--- src/rtl/bcd_to_bin_seq.sv ---
// Sequential BCD-to-binary converter (reverse double-dabble), one bit per cycle.
// Optional macro BCD2BIN_CARRY_IN_EN adds a Cin port whose value is added to the result.
module bcd_to_bin_seq #(
  parameter int DIGITS = 2,
  parameter int BIN_W  = 7
) (
  input  logic                  Clock,
  input  logic                  Resetn,
  input  logic                  Start,
  input  logic [4*DIGITS-1:0]   BCD,
`ifdef BCD2BIN_CARRY_IN_EN
  input  logic                  Cin,
`endif
  output logic [BIN_W-1:0]      Bin,
  output logic                  Busy,
  output logic                  Done,
  output logic                  Err,
  output logic [1:0]            dbg_state
);

  localparam int SR_W  = 4*DIGITS + BIN_W;
  localparam int CNT_W = $clog2(BIN_W + 1);

  // Handshake: Start is sampled only in IDLE; Busy covers the SHIFT cycles;
  // Done is a one-cycle pulse that coincides with Bin/Err becoming valid.
  typedef enum logic [1:0] {
    IDLE  = 2'd0,
    SHIFT = 2'd1,
    DONE  = 2'd2
  } state_t;

  state_t             state, state_next;
  logic [SR_W-1:0]    sr;
  logic [SR_W-1:0]    sr_sh;
  logic [SR_W-1:0]    sr_next;
  logic [CNT_W-1:0]   cnt;
  logic               digit_bad;
  logic               last_shift;
  logic [BIN_W-1:0]   result;

`ifdef BCD2BIN_CARRY_IN_EN
  logic               cin_q;
  assign result = sr[BIN_W-1:0] + BIN_W'(cin_q);
`else
  assign result = sr[BIN_W-1:0];
`endif

  assign dbg_state  = state;
  assign last_shift = (cnt == CNT_W'(BIN_W - 1));

  always_comb begin
    digit_bad = 1'b0;
    for (int i = 0; i < DIGITS; i++) begin
      if (BCD[4*i +: 4] > 4'd9) digit_bad = 1'b1;
    end
  end

  // One reverse double-dabble step: shift right, then pull each BCD nibble back below 8.
  always_comb begin
    sr_sh   = sr >> 1;
    sr_next = sr_sh;
    for (int i = 0; i < DIGITS; i++) begin
      if (sr_sh[BIN_W + 4*i +: 4] >= 4'd8)
        sr_next[BIN_W + 4*i +: 4] = sr_sh[BIN_W + 4*i +: 4] - 4'd3;
    end
  end

  always_comb begin
    state_next = state;
    case (state)
      IDLE:    if (Start) state_next = digit_bad ? DONE : SHIFT;
      SHIFT:   if (last_shift) state_next = DONE;
      DONE:    state_next = IDLE;
      default: state_next = IDLE;
    endcase
  end

  always_ff @(posedge Clock or negedge Resetn) begin
    if (!Resetn) state <= IDLE;
    else         state <= state_next;
  end

  always_ff @(posedge Clock or negedge Resetn) begin
    if (!Resetn) begin
      sr    <= '0;
      cnt   <= '0;
      Bin   <= '0;
      Busy  <= 1'b0;
      Done  <= 1'b0;
      Err   <= 1'b0;
`ifdef BCD2BIN_CARRY_IN_EN
      cin_q <= 1'b0;
`endif
    end else begin
      Done <= 1'b0;
      case (state)
        IDLE: begin
          if (Start) begin
            sr <= {BCD, {BIN_W{1'b0}}};
`ifdef BCD2BIN_CARRY_IN_EN
            cin_q <= Cin;
`endif
            if (digit_bad) begin
              Err <= 1'b1;
              Bin <= '0;
            end else begin
              Err  <= 1'b0;
              cnt  <= '0;
              Busy <= 1'b1;
            end
          end
        end
        SHIFT: begin
          sr  <= sr_next;
          cnt <= cnt + CNT_W'(1);
          if (last_shift) Busy <= 1'b0;
        end
        DONE: begin
          Done <= 1'b1;
          // Error path already forced Bin to zero at load.
          if (!Err) Bin <= result;
        end
        default: ;
      endcase
    end
  end

endmodule

--- config.mk ---
export PLATFORM = sky130hd
export DESIGN_NAME = bcd_to_bin_seq
export DESIGN_NICKNAME = d
export VERILOG_FILES = /design/src/rtl/bcd_to_bin_seq.sv
export SDC_FILE = /design/constraint.sdc
export NUM_CORES = 1
export LEC_CHECK = 0
export ABC_CLOCK_PERIOD_IN_PS = 1500
export CORE_MARGIN = 10
export CORE_UTILIZATION = 50
export DETAILED_ROUTE_END_ITERATION = 16
export HOLD_SLACK_MARGIN = 0.12
export PLACE_DENSITY = 0.87
export SLEW_MARGIN = 20
export SYNTH_ARGS = -nofsm -noshare
export SYNTH_HDL_FRONTEND = slang
export SYNTH_SLANG_ARGS = --single-unit
--- constraint.sdc ---
create_clock -name Clock -period 1.5 [get_ports Clock]
set_input_delay 0.15 -clock Clock [delete_from_list [all_inputs] [get_ports Clock]]
set_output_delay 0.15 -clock Clock [all_outputs]
set_load 0.1 [all_outputs]
---- After elaboration in Yosys (flattened, before gate mapping) ----
Index checks and enable logic that the tools add are counted.
storage, ports and cells
  bits in registers ....................... 30
  bits of input ports ..................... 11
  output and inout port bits .............. 12
  word-level logic and storage cells ...... 54
operators by class
  add/subtract/negate cells ............... 3
  order comparisons ....................... 4
  equality and inequality tests ........... 8
  multiplexer cells ....................... 23
  reductions and logical operators ........ 9
operators with widths
  cell                   number
  $pmux W15 S2           1
  $mux W7                3
  $mux W15               1
  $pmux W7 S2            1
  $ne A2 B2 Y1 const B   5
  $gt A4 B4 Y1 const B   2
  $mux W4                2
  $reduce_and A4 Y1      2
  $mux W1                7
  $mux W2                3
  $mux W3                2
  $pmux W3 S2            1
  $reduce_and A2 Y1      3
  $ge A3 B4 Y1 const B   1
  $ge A4 B4 Y1 const B   1
  $pmux W2 S2            1
  $reduce_bool A2 Y1     2
  $sub A3 B2 Y4 const B  1
  $sub A4 B2 Y4 const B  1
  $add A3 B1 Y3 const B  1
  $eq A3 B3 Y1 const B   1
  $reduce_and A3 Y1      1
  $eq A2 B1 Y1 const B   1
  $eq A2 B2 Y1 const B   1
  2 further kinds        2

---- Depth between registers and ports, before layout ----
  depth in word-level cells ............... 6
  depth in mapped cells ................... 6

---- Worst setup path after synthesis ----
Ideal clock, no wire load.
  kind .................................... register -> register
  start ................................... register state[0] (netlist: dbg_state[0])
  end ..................................... register Bin[0]
  library setup time ...................... 123 ps
  arrival time ............................ 1795 ps
  data required time ...................... 1377 ps
  slack ................................... -418 ps
  stages on the path, launching flop included .. 6
  period minus slack after synthesis ...... 1918 ps
  cell sequence ........................... dfrtp_1 > buf_2 > a211oi_2 > and2_1 > buf_4 > a22o_1
between the ends
  cells in the longest elaborated chain, start to end .. 3
  elaborated cells between the ends (all ways) .. 8
  classes of those cells .................. eq/ne (4); mux (1); reduce/logical (3)
ends and longest elaborated chain
  what                                                                 RTL line  text
  from (decl)                                                          32        state_t state, state_next;
  from (signal assigned)                                               80        else state <= state_next;
  $eq A2 B2 Y1 / $logic_not A2 Y1 (equally long branches)              96        case (state)
  $ne A2 B2 Y1 (no line) / $reduce_bool A2 Y1 (equally long branches)  --
  $reduce_and A4 Y1 (no line)                                          --
  to (signal assigned)                                                 121       if (!Err) Bin <= result;
  to (decl)                                                            14        output logic [BIN_W-1:0] Bin,
Several ways; a longest one is shown, not always the timed one.
A chain may end at the register's enable or synchronous reset.

---- Worst setup path in the final report ----
  start ................................... register state[1] (netlist: dbg_state[1])
  end ..................................... register Bin[3]
Same word-level chain as after synthesis.

==> flow_summary_export.csv <==
group,metric,value,unit
status,status,"complete, no violations",
global_routing,antenna_found_initial,0,
power_and_ir_drop,power,0.00376,W
placement,preCtsSetupSlack,-0.105,ns
synthesis,synth_cells,126,
placement,io_buffers,22,
clock_tree,clock_latency,0.33,ns
clock_tree,post_cts_buffers,0,
power_and_ir_drop,ir_worst_vdd,1750,uV
cells_and_area,stdcell_count,191,
route,wl_met1,1.25,mm
synthesis,synth_edf_count,0,
clock_tree,cts-root-buf,"clkbuf_4",
synthesis,yosysWarnings,0,
synthesis,ys_types,30,
route,wl_met3,166,um
cells_and_area,nFillCells,176,
die,die-area,5220,um^2
worst_setup_path,critPathKind,"reg -> reg",
synthesis,synthTopCellsByCount,"30 x dfrtp_1, 14 x a22o_1, 12 x nand2_1",
route,route.antenna.remaining_nets,0,
cells_and_area,diodes,0,
worst_setup_path,arrival,1.60,ns
worst_setup_path,slowest_stage,"dfrtp_4",
synthesis,synth_nets,141,
synthesis,synthFlopType,"dfrtp_1",
timing,setup_ws,0.126,ns
synthesis,synth_most_common_cell,"dfrtp_1",
timing,hold_viol_final,0,
synthesis,seq_area_frac_synth,0.549,
synthesis,async_reset_ff_frac,1.00,
worst_setup_path,worstSetupStartpointType,"register",
synthesis,syn_avg_cell_area,10.8,um^2
clock_tree,cts.sinks,30,
timing,report.final.slew_viol_count,0,
route,dr.pass1.iters,6,
global_routing,track_usage,0.126,
timing,rsz0062_at_grt,"false",
clock_tree,cts_max_path_buffers,2,
power_and_ir_drop,p_leak,0.862,nW
route,top_layer,"met4",
power_and_ir_drop,power.density,2000,nW/um^2
placement,dp_hpwl,2.24,mm
timing,setup_viol,0,
cells_and_area,drive_gt1_frac,0.267,
timing,tns,0,ns
synthesis,synth_top_area_cell,"dfrtp_1",
cells_and_area,post-route-util,0.740,
placement,gp_congestion,0.804,
worst_setup_path,worstPathCellList,"nor2b_1, and2_2, a22o_1",
die,die_width,72.3,um
route,num_vias,1070,
cells_and_area,final_nets,175,
worst_setup_path,cp-end-kind,"register",
clock_tree,cts_tree,"yes",
timing,skew,0.00411,ns
route,wl_met2,1.53,mm
route,via_per_inst,5.60,
cells_and_area,area_delta_synth_final,37.9,%
die,core_area,2540,um^2
die,design.portCount,23,
route,drt_first_iter_violations,43,
synthesis,synth_area_leaders,"dfrtp_1 55%, a22o_1 9.0%, o21ai_1 4.0%, ha_1 3.7%, nor2b_1 3.7%",
die,start_util,0.537,
global_routing,grt_pass1_vias,1119,
die,rows,18,
timing,slew_headroom,0.789,
clock_tree,hold_buffers,0,
route,wl_per_cell,15.7,um
hold_path,hold_class,"in -> async",
die,fp.dieH,72.3,um
global_routing,grt-ovfl-total,0,
flow_run,max_cap_violations,0,
timing,min_period_over_period,0.916,
placement,dp.cells,183,
worst_setup_path,cpPeakStageDelay,0.59,ns
worst_setup_path,crit_fanout,16,
synthesis,synth_top_area_share,0.549,
worst_setup_path,crit_start,"dbg_state[1]",
clock_tree,clk_pin_slew,0.09,ns
clock_tree,numCtsBuffers,5,
global_routing,grt_pass1_wl,5.22,mm
timing,fin_crit,1.37,ns
timing,fmax,728,MHz
clock_tree,htreeDepth,2,
timing,tightest_slew,0.317,ns
synthesis,ys_ff_latch,30,
worst_setup_path,crit_family,"flip-flops",
global_routing,grt_max_degree,31,
synthesis,synth.cell_area,1370,um^2
worst_setup_path,r2r-start,"dbg_state[1]",
worst_setup_path,path_buf_inv,0,
route,drc,0,
worst_setup_path,required,1.72,ns
route,drt-total-wl,3.00,mm
-- worst reg2reg max path: stages (launching register included) --
cell and delay (ns):
dfrtp_4 0.59, nor2b_1 0.18, and2_2 0.25, a22o_1 0.25
-- metrics by stage --
step / hold slack (ns) / area (um^2)
finish: 0.165 / 1880
global route: 0.174 / 1880
CTS: 0.164 / 1880
detailed placement: 0.484 / 1820
global placement: 0.472 / 1820
floorplan: -0.146 / 1390
-- worst paths after layout --
path | end | cells after the start | slack [ns]
setup / recovery | Bin[3] | 3 | 0.13
hold / removal | sr[6] | 2 | 0.16
setup reg to reg | Bin[3] | 3 | 0.13
hold reg to reg | sr[7] | 2 | 0.51
max in group asynchronous | dbg_state[0] | 2 | 1.15
min in group Clock | Err | 3 | 0.48
-- layer usage --
layer / global-route usage / up-vias
li1: - / 515
met5: 0 / -
met4: 0.0538 / 0
met3: 0.0558 / 9
met1: 0.136 / 522
met2: 0.210 / 24
-- cells by family (layout without fill, tap and decap cells) --
kind of cell / count (synthesis) / after routing / synth area share
AO/OA/AOI/OAI: 48 / 48 / 0.245
multiplexers: 1 / 1 / 0.00733
XOR/XNOR: 2 / 2 / 0.0128
flip-flops: 30 / 30 / 0.549
buffers and inverters: 13 / 48 / 0.0485
AND/OR/NAND/NOR: 28 / 28 / 0.101
adder cells (fa/ha/maj): 4 / 4 / 0.0366
-- final cells by class --
class	count	area, um^2	share of cell area
Clock buffer	7	55.1	0.0292
Multi-Input combinational cell	83	562	0.298
Timing Repair Buffer	34	443	0.235
Clock inverter	1	5.00	0.00266
Tap cell	30	37.5	0.0199
Sequential cell	30	759	0.403
Inverter	6	22.5	0.0120
-- power breakdown --
group / total (W) / leakage, nW / internal [W] / switching [W]
sequential: 0.00147 / 0.390 / 0.00110 / 0.000372
combinational: 0.00181 / 0.437 / 0.000776 / 0.00103
clock: 0.000490 / 0.0353 / 0.000227 / 0.000263
-- layout by cell type, fill, tap and decap left out, types with 2 or more instances in the layout --
cell type	n
clkdlybuf4s50_1	10
a22o_1	14
o21ai_0	3
ha_1	4
buf_4	11
dfrtp_1	27
dfrtp_4	2
o21ai_2	3
buf_12	13
nand2_1	12
nor2_1	3
o21ai_1	10
inv_1	5
a22oi_1	5
a31oi_1	3
nor2b_1	7
clkbuf_4	5
a21oi_1	6
-- repair_timing --
item                                    CTS  global route
gates resized for setup                   0             3
endpoints found under the setup margin    0             3
hold endpoints to repair                  0             0
-- registers in the layout, summed over array words and instances (netlist names) --
signal     flops
sr            15
cnt            3
Err            1
dbg_state      2
Busy           1
Done           1
Bin            7
(Power assumes the default switching activity.)
